File: src/rtl/load_store_unit.sv
// Load/store unit: turns byte/half/word core accesses into word-aligned memory requests with
// byte enables and a bounded wait. Define LSU_MISALIGN_TRAP_EN to trap misaligned accesses.
module load_store_unit #(
    parameter int unsigned TIMEOUT_CYCLES = 16,
    parameter int unsigned CNT_W          = 5
) (
    input  logic        clk,
    input  logic        reset,
    input  logic        req_valid,
    output logic        req_ready,
    input  logic        req_we,
    input  logic [1:0]  req_size,
    input  logic        req_unsigned,
    input  logic [31:0] req_addr,
    input  logic [31:0] req_wdata,
    output logic        resp_valid,
    output logic [31:0] resp_rdata,
    output logic        resp_err,
    output logic        mem_req,
    output logic        mem_we,
    output logic [31:0] mem_addr,
    output logic [3:0]  mem_be,
    output logic [31:0] mem_wdata,
    input  logic        mem_ack,
    input  logic [31:0] mem_rdata
);

    typedef enum logic [1:0] {IDLE, REQ, RESP} state_t;

    state_t           state_q;
    logic [CNT_W-1:0] cnt_q;
    logic [1:0]       size_q;
    logic [1:0]       lane_q;
    logic             uns_q;
    logic             mem_req_q;
    logic             mem_we_q;
    logic [31:0]      mem_addr_q;
    logic [3:0]       mem_be_q;
    logic [31:0]      mem_wdata_q;
    logic             resp_valid_q;
    logic             resp_err_q;
    logic [31:0]      resp_rdata_q;

    logic [1:0]       lane_d;
    logic [3:0]       be_d;
    logic [31:0]      wdata_d;
    logic             err_d;
    logic [31:0]      shifted;
    logic [31:0]      load_data;
    logic             timeout_hit;

    // Lane is the naturally aligned byte offset; misaligned halves/words are folded down
    // unless trapping is enabled, in which case they are rejected before reaching memory.
    always_comb begin
        lane_d = req_addr[1:0];
        if (req_size == 2'b01) lane_d[0] = 1'b0;
        if (req_size == 2'b10) lane_d = 2'b00;
        case (req_size)
            2'b00:   begin be_d = 4'b0001 << lane_d;              wdata_d = {4{req_wdata[7:0]}};  end
            2'b01:   begin be_d = 4'b0011 << {lane_d[1], 1'b0};   wdata_d = {2{req_wdata[15:0]}}; end
            default: begin be_d = 4'b1111;                        wdata_d = req_wdata;            end
        endcase
`ifdef LSU_MISALIGN_TRAP_EN
        err_d = (req_size == 2'b11)
              || (req_size == 2'b01 && req_addr[0])
              || (req_size == 2'b10 && req_addr[1:0] != 2'b00);
`else
        err_d = (req_size == 2'b11);
`endif
    end

    always_comb begin
        shifted   = mem_rdata >> {lane_q, 3'b000};
        load_data = mem_rdata;
        case (size_q)
            2'b00:   load_data = {{24{shifted[7]  & ~uns_q}}, shifted[7:0]};
            2'b01:   load_data = {{16{shifted[15] & ~uns_q}}, shifted[15:0]};
            default: load_data = mem_rdata;
        endcase
    end

    assign timeout_hit = (TIMEOUT_CYCLES != 0) && (cnt_q == CNT_W'(TIMEOUT_CYCLES - 1));

    // Response outputs default low every cycle so resp_valid is a single-cycle pulse.
    always_ff @(posedge clk or negedge reset) begin
        if (!reset) begin
            state_q      <= IDLE;
            cnt_q        <= '0;
            size_q       <= 2'b00;
            lane_q       <= 2'b00;
            uns_q        <= 1'b0;
            mem_req_q    <= 1'b0;
            mem_we_q     <= 1'b0;
            mem_addr_q   <= '0;
            mem_be_q     <= '0;
            mem_wdata_q  <= '0;
            resp_valid_q <= 1'b0;
            resp_err_q   <= 1'b0;
            resp_rdata_q <= '0;
        end else begin
            resp_valid_q <= 1'b0;
            resp_err_q   <= 1'b0;
            resp_rdata_q <= '0;
            case (state_q)
                IDLE: begin
                    cnt_q <= '0;
                    if (req_valid) begin
                        if (err_d) begin
                            state_q      <= RESP;
                            resp_valid_q <= 1'b1;
                            resp_err_q   <= 1'b1;
                        end else begin
                            state_q     <= REQ;
                            mem_req_q   <= 1'b1;
                            mem_we_q    <= req_we;
                            mem_addr_q  <= {req_addr[31:2], 2'b00};
                            mem_be_q    <= be_d;
                            mem_wdata_q <= wdata_d;
                            size_q      <= req_size;
                            lane_q      <= lane_d;
                            uns_q       <= req_unsigned;
                        end
                    end
                end
                REQ: begin
                    if (mem_ack) begin
                        state_q      <= RESP;
                        mem_req_q    <= 1'b0;
                        cnt_q        <= '0;
                        resp_valid_q <= 1'b1;
                        resp_rdata_q <= mem_we_q ? 32'h0 : load_data;
                    end else if (timeout_hit) begin
                        state_q      <= RESP;
                        mem_req_q    <= 1'b0;
                        cnt_q        <= '0;
                        resp_valid_q <= 1'b1;
                        resp_err_q   <= 1'b1;
                    end else begin
                        cnt_q <= cnt_q + 1'b1;
                    end
                end
                RESP:    state_q <= IDLE;
                default: state_q <= IDLE;
            endcase
        end
    end

    assign req_ready  = (state_q == IDLE) && reset;
    assign resp_valid = resp_valid_q;
    assign resp_rdata = resp_rdata_q;
    assign resp_err   = resp_err_q;
    assign mem_req    = mem_req_q;
    assign mem_we     = mem_we_q;
    assign mem_addr   = mem_addr_q;
    assign mem_be     = mem_be_q;
    assign mem_wdata  = mem_wdata_q;

endmodule

File: config.mk
export PLATFORM = sky130hd
export DESIGN_NAME = load_store_unit
export DESIGN_NICKNAME = d
export VERILOG_FILES = /design/src/rtl/load_store_unit.sv
export SDC_FILE = /design/constraint.sdc
export NUM_CORES = 1
export LEC_CHECK = 0
export BUFFER_PORTS_ARGS = -buffer_cell sky130_fd_sc_hd__buf_4
export CORE_ASPECT_RATIO = 2
export CORE_MARGIN = 2
export CORE_UTILIZATION = 48
export CTS_CLUSTER_SIZE = 28
export DETAILED_ROUTE_END_ITERATION = 6
export GPL_TIMING_DRIVEN = 0
export PLACE_DENSITY = 0.8
export RECOVER_POWER = 25
export SYNTH_ARGS = -nofsm -noshare
export SYNTH_HDL_FRONTEND = slang
export SYNTH_SLANG_ARGS = --single-unit
File: constraint.sdc
create_clock -name clk -period 2.3 [get_ports clk]
set_clock_uncertainty 0.1 [all_clocks]
set_input_delay 0.23 -clock clk [delete_from_list [all_inputs] [get_ports clk]]
set_output_delay 0.23 -clock clk [all_outputs]
set_load 0.02 [all_outputs]
==> results of run 1 <==
-- through the flow --
step	power [mW]	instance area (sq um)	setup WS, ns
6_report	8.96	7860	0.0751
2_1_floorplan	4.77	5160	0.381
3_3_place_gp	6.22	6880	0.0676
3_5_place_dp	6.34	6880	0.0230
5_1_grt	9.34	7860	-0.00675
4_1_cts	8.90	7810	0.0544
-- what timing repair did --
item,CTS,global route
resized for setup,1,2
hold buffers,38,2
endpoints found under the hold margin,38,56
setup buffers,0,0
endpoints found under the setup margin,3,6
-- flip-flops by register name (all words and copies together), names as in the netlist --
| name | flops |
|---|---|
| mem_addr | 30 |
| mem_req | 1 |
| state_q | 2 |
| resp_valid | 1 |
| lane_q | 2 |
| size_q | 2 |
| uns_q | 1 |
| mem_we | 1 |
| cnt_q | 5 |
| mem_wdata | 32 |
| resp_rdata | 32 |
| mem_be | 4 |
| resp_err | 1 |
-- final cells by class --
| type | count | share of cell area (%) |
|---|---|---|
| Sequential cell | 114 | 36.3 |
| Multi-Input combinational cell | 279 | 27.0 |
| Timing Repair Buffer | 247 | 25.0 |
| Clock buffer | 20 | 5.55 |
| Tap cell | 137 | 2.18 |
| Buffer | 33 | 2.15 |
| Clock inverter | 11 | 1.46 |
| Inverter | 8 | 0.382 |
-- cell usage in the layout, fill, tap and decap left out, drive strengths merged, types with 8 or more instances in the layout --
cell | netlist | routed
buf | 13 | 218
and2 | 8 | 8
nand2b | 10 | 10
a21oi | 30 | 30
dlygate4sd3 | 0 | 39
dfrtp | 114 | 114
mux2 | 57 | 57
o31ai | 8 | 8
mux2i | 18 | 18
o21ai | 47 | 47
clkbuf | 20 | 43
o22ai | 10 | 10
nand2 | 16 | 16
nand3 | 17 | 17
o22a | 9 | 9
-- kinds of logic (layout without fill, tap and decap cells) --
kind of cell               after synthesis  count (layout)
and+or+nand+nor                         70              70
other                                    1               2
AOI/OAI and AO/OA                      130             130
DFF                                    114             114
buffers and inverters                   41             319
adders and majority gates                1               1
muxes                                   76              76
-- worst paths after layout --
kind | slack, ns | startpoint | cells past startpoint | end
setup / recovery | 0.08 | state_q[0] | 5 | mem_addr[15]
hold / removal | 0.01 | mem_rdata[20] | 3 | resp_rdata[20]
setup reg to reg | 0.08 | state_q[0] | 5 | mem_addr[15]
hold reg to reg | 0.39 | mem_req | 1 | mem_req
max in group asynchronous | 0.43 | reset | 3 | lane_q[0]
min in group asynchronous | 0.36 | reset | 3 | mem_addr[4]
-- power groups by stage --
stage	registers (mW)	logic (mW)	clock network [mW]
2_1_floorplan	3.63	1.14	0
3_3_place_gp	2.95	3.27	0
3_5_place_dp	2.99	3.35	0
4_1_cts	2.97	3.42	2.52
5_1_grt	3.06	3.66	2.62
6_report	2.99	3.46	2.50
-- worst max-delay path: cells and delay by family, from the launching register on --
family / cells / cell delay [ns]
multiplexers: 1 / 0.38
buffers and inverters: 2 / 0.40
AND/OR/NAND/NOR: 1 / 0.40
AO/OA/AOI/OAI: 1 / 0.34
flip-flops: 1 / 0.47
-- per-layer routing --
layer / vias up / wire length [um] / track usage [%]
met5: - / 0 / 0
met4: 0 / 735 / 16.8
met3: 56 / 1120 / 7.01
met2: 268 / 10200 / 58.4
met1: 2362 / 5590 / 28.5
li1: 2124 / - / -
==> summary.md, run 1 <==
| Metric | Value |
|---|---|
| Setup TNS | 0 ns |
| Top-count cell post-synth | dfrtp_1 |
| Seq/Total Area, Yosys | 55.3% |
| First-pass iteration count of the detailed router | 5 |
| Synthesized area per cell | 11.9 sq um |
| Worst-path clk slew | 0.06 ns |
| Hold crit path type | in -> reg |
| Share of cells above drive strength 1 | 39.9% |
| Final setup vio count | 0 |
| Site Rows | 53 |
| Yosys reg bits | 114 |
| Final hold viol count | 0 |
| Synth top cells by count | dfrtp_1, o21ai_0, mux2_1 |
| Synth Area in Compound Gates | 16.5% |
| CP Max Fanout | 10 |
| Worst-margin pin slew | 1.37 ns |
| Worst skew pair latency | 0.41 ns |
| DRT antenna net count | 0 |
| Switching Share | 36.3% |
| Initial drt markers | 245 |
| Core area | 0.0105 sq mm |
| Syn Inst Count | 433 |
| Final Critical Period | 2.22 ns |
| GPL Wtd Cong | 0.964 |
| Routed vias | 4,810 |
| Synth top area cells | dfrtp_1, mux2_1, mux2_2, o21ai_0, mux2i_1 |
| Peak Freq | 449 MHz |
| Initial antenna violation count | 0 |
| Largest family of logic cells by synthesized area | compound AO/OA/AOI/OAI gates |
| Crit-path slowest cell | dfrtp_1 |
| Area growth, synth to finish | 52.5% |
| NetSw | 3.25 mW |
| CP Data Required Time | 2.47 ns |
| Via density | 5.67 |
| CTS root buf | clkbuf_16 |
| Cell taking the most area after synthesis | dfrtp_1 |
| Power Density | 1140 mW/mm^2 |
| Post-Syn Area | 0.00516 sq mm |
| Max H-tree Level | 4 |
| CP cell instances | or3b_1 > clkbuf_1 > a21oi_4 > buf_6 > mux2_1 |
| Post-Synth Simple-Gate Area | 7.67% |
| Number of I/O port buffers | 206 |
| Leak | 3.67 nW |
| Post-synth top area share | 55.3% |
| Period utilization | 96.7% |
| Logic pwr share | 38.7% |
| Tot GR Track Use | 30.2% |
| Total grt overflow | 0 |
| Vias in the first global route | 5,120 |
| Main flop type after synthesis | dfrtp_1 |
| Status | finished clean |
| Critical path's largest stage delay | 0.47 ns |
| Max-slew headroom | 8.96% |
| Antenna diode count | 0 |
| HPWL Detailed | 12,200 um |
| Synth Area in XOR/XNOR | 0% |
| Largest net degree at the start of global routing | 116 |
| Net count reported at finish | 805 |
| Clock Power Share | 27.9% |
| Sequential Power Share | 33.4% |
| IO Pins | 209 |
| Max-slew violations | 0 |
| Cells after DPL | 777 |
| Residual DRC count | 0 |
| Post-synthesis mux area share | 16.4% |
| Worst setup SP type | flip-flop |
| Max-Cap Viols | 0 |
| Final core occ | 75.1% |
| Worst hold slack | 0.0105 ns |
| CP Capture Type | flip-flop |
| TritonCTS clock tree | built |
| Drt total wl | 17,700 um |
| Adder-Cell Fraction of Synth Area | 0.243% |
| Crit path DAT | 2.40 ns |
| Syn. warnings | 0 |
| Unique masters post-synth | 49 |
| CTS buffer count | 17 |
| Critical path class | reg -> reg |
| Worst VDD drop | 0.998 mV |
| Fin cells | 849 |
| Die area | 0.0116 sq mm |
| Width of the die | 77.3 um |
| Routed len/inst | 20.8 um |
| CTS Sinks | 114 |
| Clock buffer depth | 2 |
| Count of flip-flops with a built-in enable after synthesis | 0 |
| Fill count | 732 |
| Area occupied by registers | 0.00285 sq mm |
| Initial Utilization | 49.2% |
| Area taken by multi-input logic gates | 0.00212 sq mm |
| First-pass GRT wire length | 26,600 um |
| Die Ht | 151 um |
| Async SR Flop Fraction | 100% |
| Int Power | 5.70 mW |
(Power assumes the default switching activity.)
==> inputs of run 2 (changes only) <==
Settings changed: RECOVER_POWER 25 to 50.
==> run 2 against run 1 <==
Against the previous run:
- clock power about the same
- routed wire length is 0.56% lower
- non-clock buffer count stayed put
==> summary.md, run 2 (synthesis results as in run 1) <==
| Metric | Value |
|---|---|
| HPWL Detailed | 12,200 um (unchanged) |
| Most common cell after layout, fill and taps aside | buf_4 (unchanged) |
| Area growth, synth to finish | 48.8% (was 52.5%) |
| Routed vias | 4,796 (was 4,810) |
| Pre-CTS WS | 0.0230 ns (unchanged) |
| First-pass iteration count of the detailed router | 4 (was 5) |
| Crit path buf inv count | 2 (unchanged) |
| Die area | 0.0116 sq mm (unchanged) |
| Via density | 5.65 (was 5.67) |
| Total grt overflow | 0 (unchanged) |
| Residual DRC count | 0 (unchanged) |
| CP Max Fanout | 10 (unchanged) |
| Final hold viol count | 0 (unchanged) |
| Most frequent cells in the layout | buf_4, dfrtp_1, clkbuf_1 (was buf_4, dfrtp_1, o21ai_0) |
| CP Data Required Time | 2.47 ns (about the same) |
| Fin cells | 849 (unchanged) |
| Routed len/inst | 20.7 um (was 20.8 um) |
| Status | finished clean (unchanged) |
| CP cell instances | or3b_1 > clkbuf_1 > a21oi_4 > buf_6 > mux2_1 (unchanged) |
| Share of cells above drive strength 1 | 32.7% (was 39.9%) |
| Initial drt markers | 233 (was 245) |
| RR Startpoint | state_q[0] (unchanged) |
| Crit-path leading delay family | flip-flops (unchanged) |
| DRT antenna net count | 0 (unchanged) |
| Peak Freq | 450 MHz (was 449 MHz) |
| Initial antenna violation count | 0 (unchanged) |
| Reg2Reg Depth | 5 (unchanged) |
| Worst-path clk slew | 0.06 ns (about the same) |
| Die Ht | 151 um (unchanged) |
| Critical path class | reg -> reg (unchanged) |
| TritonCTS clock tree | built (unchanged) |
| CP endpoint | mem_addr[15] (unchanged) |
| Crit path DAT | 2.40 ns (about the same) |
| Max H-tree Level | 4 (unchanged) |
| Pwr Total | 8.80 mW (was 8.96 mW) |
| Crit Reg-Reg Endpoint | mem_addr[15] (unchanged) |
| Tot GR Track Use | 30.2% (unchanged) |
| Final Critical Period | 2.22 ns (about the same) |
| Power Density | 1150 mW/mm^2 (was 1140 mW/mm^2) |
| Crit path from | state_q[0] (unchanged) |
| Site Rows | 53 (unchanged) |
| Setup WS post-layout | 0.0774 ns (was 0.0751 ns) |
| Hold crit path type | in -> reg (unchanged) |
| Net count reported at finish | 805 (unchanged) |
| CP Capture Type | flip-flop (unchanged) |
| GPL Wtd Cong | 0.964 (unchanged) |
| Worst R2R Setup Slack | 0.08 ns (about the same) |
| Max-slew headroom | 9.51% (was 8.96%) |
| Total setup buffers inserted after CTS | 0 (unchanged) |
| Core area | 0.0105 sq mm (unchanged) |
| Clock buffer depth | 2 (unchanged) |
| Max-Cap Viols | 0 (unchanged) |
| CTS root buf | clkbuf_16 (unchanged) |
| Initial Utilization | 49.2% (unchanged) |
| Worst setup SP type | flip-flop (unchanged) |
| Cells after DPL | 777 (unchanged) |
| CTS Sinks | 114 (unchanged) |
| Period utilization | 96.6% (was 96.7%) |
| Max-slew violations | 0 (unchanged) |
| Width of the die | 77.3 um (unchanged) |
| Worst-margin pin slew | 1.36 ns (was 1.37 ns) |
| Worst VDD drop | 0.968 mV (was 0.998 mV) |
| First-pass GRT wire length | 26,600 um (unchanged) |
| Antenna diode count | 0 (unchanged) |
| Drt total wl | 17,600 um (was 17,700 um) |
| Vias in the first global route | 5,120 (unchanged) |
| Critical path's largest stage delay | 0.46 ns (was 0.47 ns) |
| Fill count | 778 (was 732) |
| CTS buffer count | 17 (unchanged) |
| Leak | 3.46 nW (was 3.67 nW) |
| Largest net degree at the start of global routing | 116 (unchanged) |
| Crit-path slowest cell | dfrtp_1 (unchanged) |
| Worst skew pair latency | 0.41 ns (about the same) |
| Final setup vio count | 0 (unchanged) |
| Number of I/O port buffers | 206 (unchanged) |
| IO Pins | 209 (unchanged) |
| Crit. path cell count | 5 (unchanged) |
## run 2: power breakdown
part           switching (mW)  total, mW  internal [mW]
logic                    1.94       3.31           1.37
clock network           0.926       2.50           1.57
registers               0.378       2.99           2.61
total                    3.25       8.80           5.55
## run 2: what timing repair did
item / 4_1_cts / 5_1_grt
hold buffers: 38 / 2
gates resized for setup: 1 / 2
endpoints found under the hold margin: 38 / 56
endpoints found under the setup margin: 3 / 6
## run 2: final cells by class
| cell class | instances | area, sq um | share of cell area (%) |
|---|---|---|---|
| Clock buffer | 20 | 437 | 5.69 |
| Tap cell | 137 | 171 | 2.23 |
| Sequential cell | 114 | 2850 | 37.2 |
| Multi-Input combinational cell | 279 | 2120 | 27.7 |
| Buffer | 33 | 169 | 2.20 |
| Timing Repair Buffer | 247 | 1770 | 23.1 |
| Clock inverter | 11 | 115 | 1.50 |
| Inverter | 8 | 30.0 | 0.391 |
## run 2: stage by stage
| stage | utilization [%] | hold WS (ns) | area [sq um] | setup TNS, ns |
|---|---|---|---|---|
| 3_5_place_dp | 65.7 | 0.351 | 6880 | 0 |
| 5_1_grt | 73.2 | 0.00255 | 7670 | -0.00675 |
| 3_3_place_gp | 65.7 | 0.346 | 6880 | 0 |
| 2_1_floorplan | - | -0.166 | 5160 | 0 |
| 4_1_cts | 74.6 | 0.0000462 | 7810 | 0 |
| 6_report | 73.2 | 0.0111 | 7670 | 0 |
## run 2: worst min-delay path by stage
stage / startpoint / endpoint / slack [ns] / depth (start not counted)
finish: mem_rdata[20] / resp_rdata[20] / 0.01 / 3
global route: req_wdata[5] / mem_wdata[5] / 0.003 / 2
CTS: mem_rdata[19] / resp_rdata[19] / 0.00005 / 3
detailed placement: req_addr[17] / mem_addr[17] / 0.35 / 2
global placement: req_addr[11] / mem_addr[11] / 0.35 / 2
floorplan: reset / cnt_q[0] / -0.17 / 0
## run 2: metal layers
metal | vias to the layer above | GRT usage, % | wire [um]
li1 | 2124 | - | -
met2 | 258 | 58.4 | 10200
met1 | 2364 | 28.5 | 5470
met3 | 50 | 7.01 | 1150
met5 | - | 0 | 0
met4 | 0 | 16.8 | 714
## run 2: worst min-delay path, stage by stage
cell and delay (ns):
buf_4 0.10, nand3_1 0.06, o21ai_0 0.08
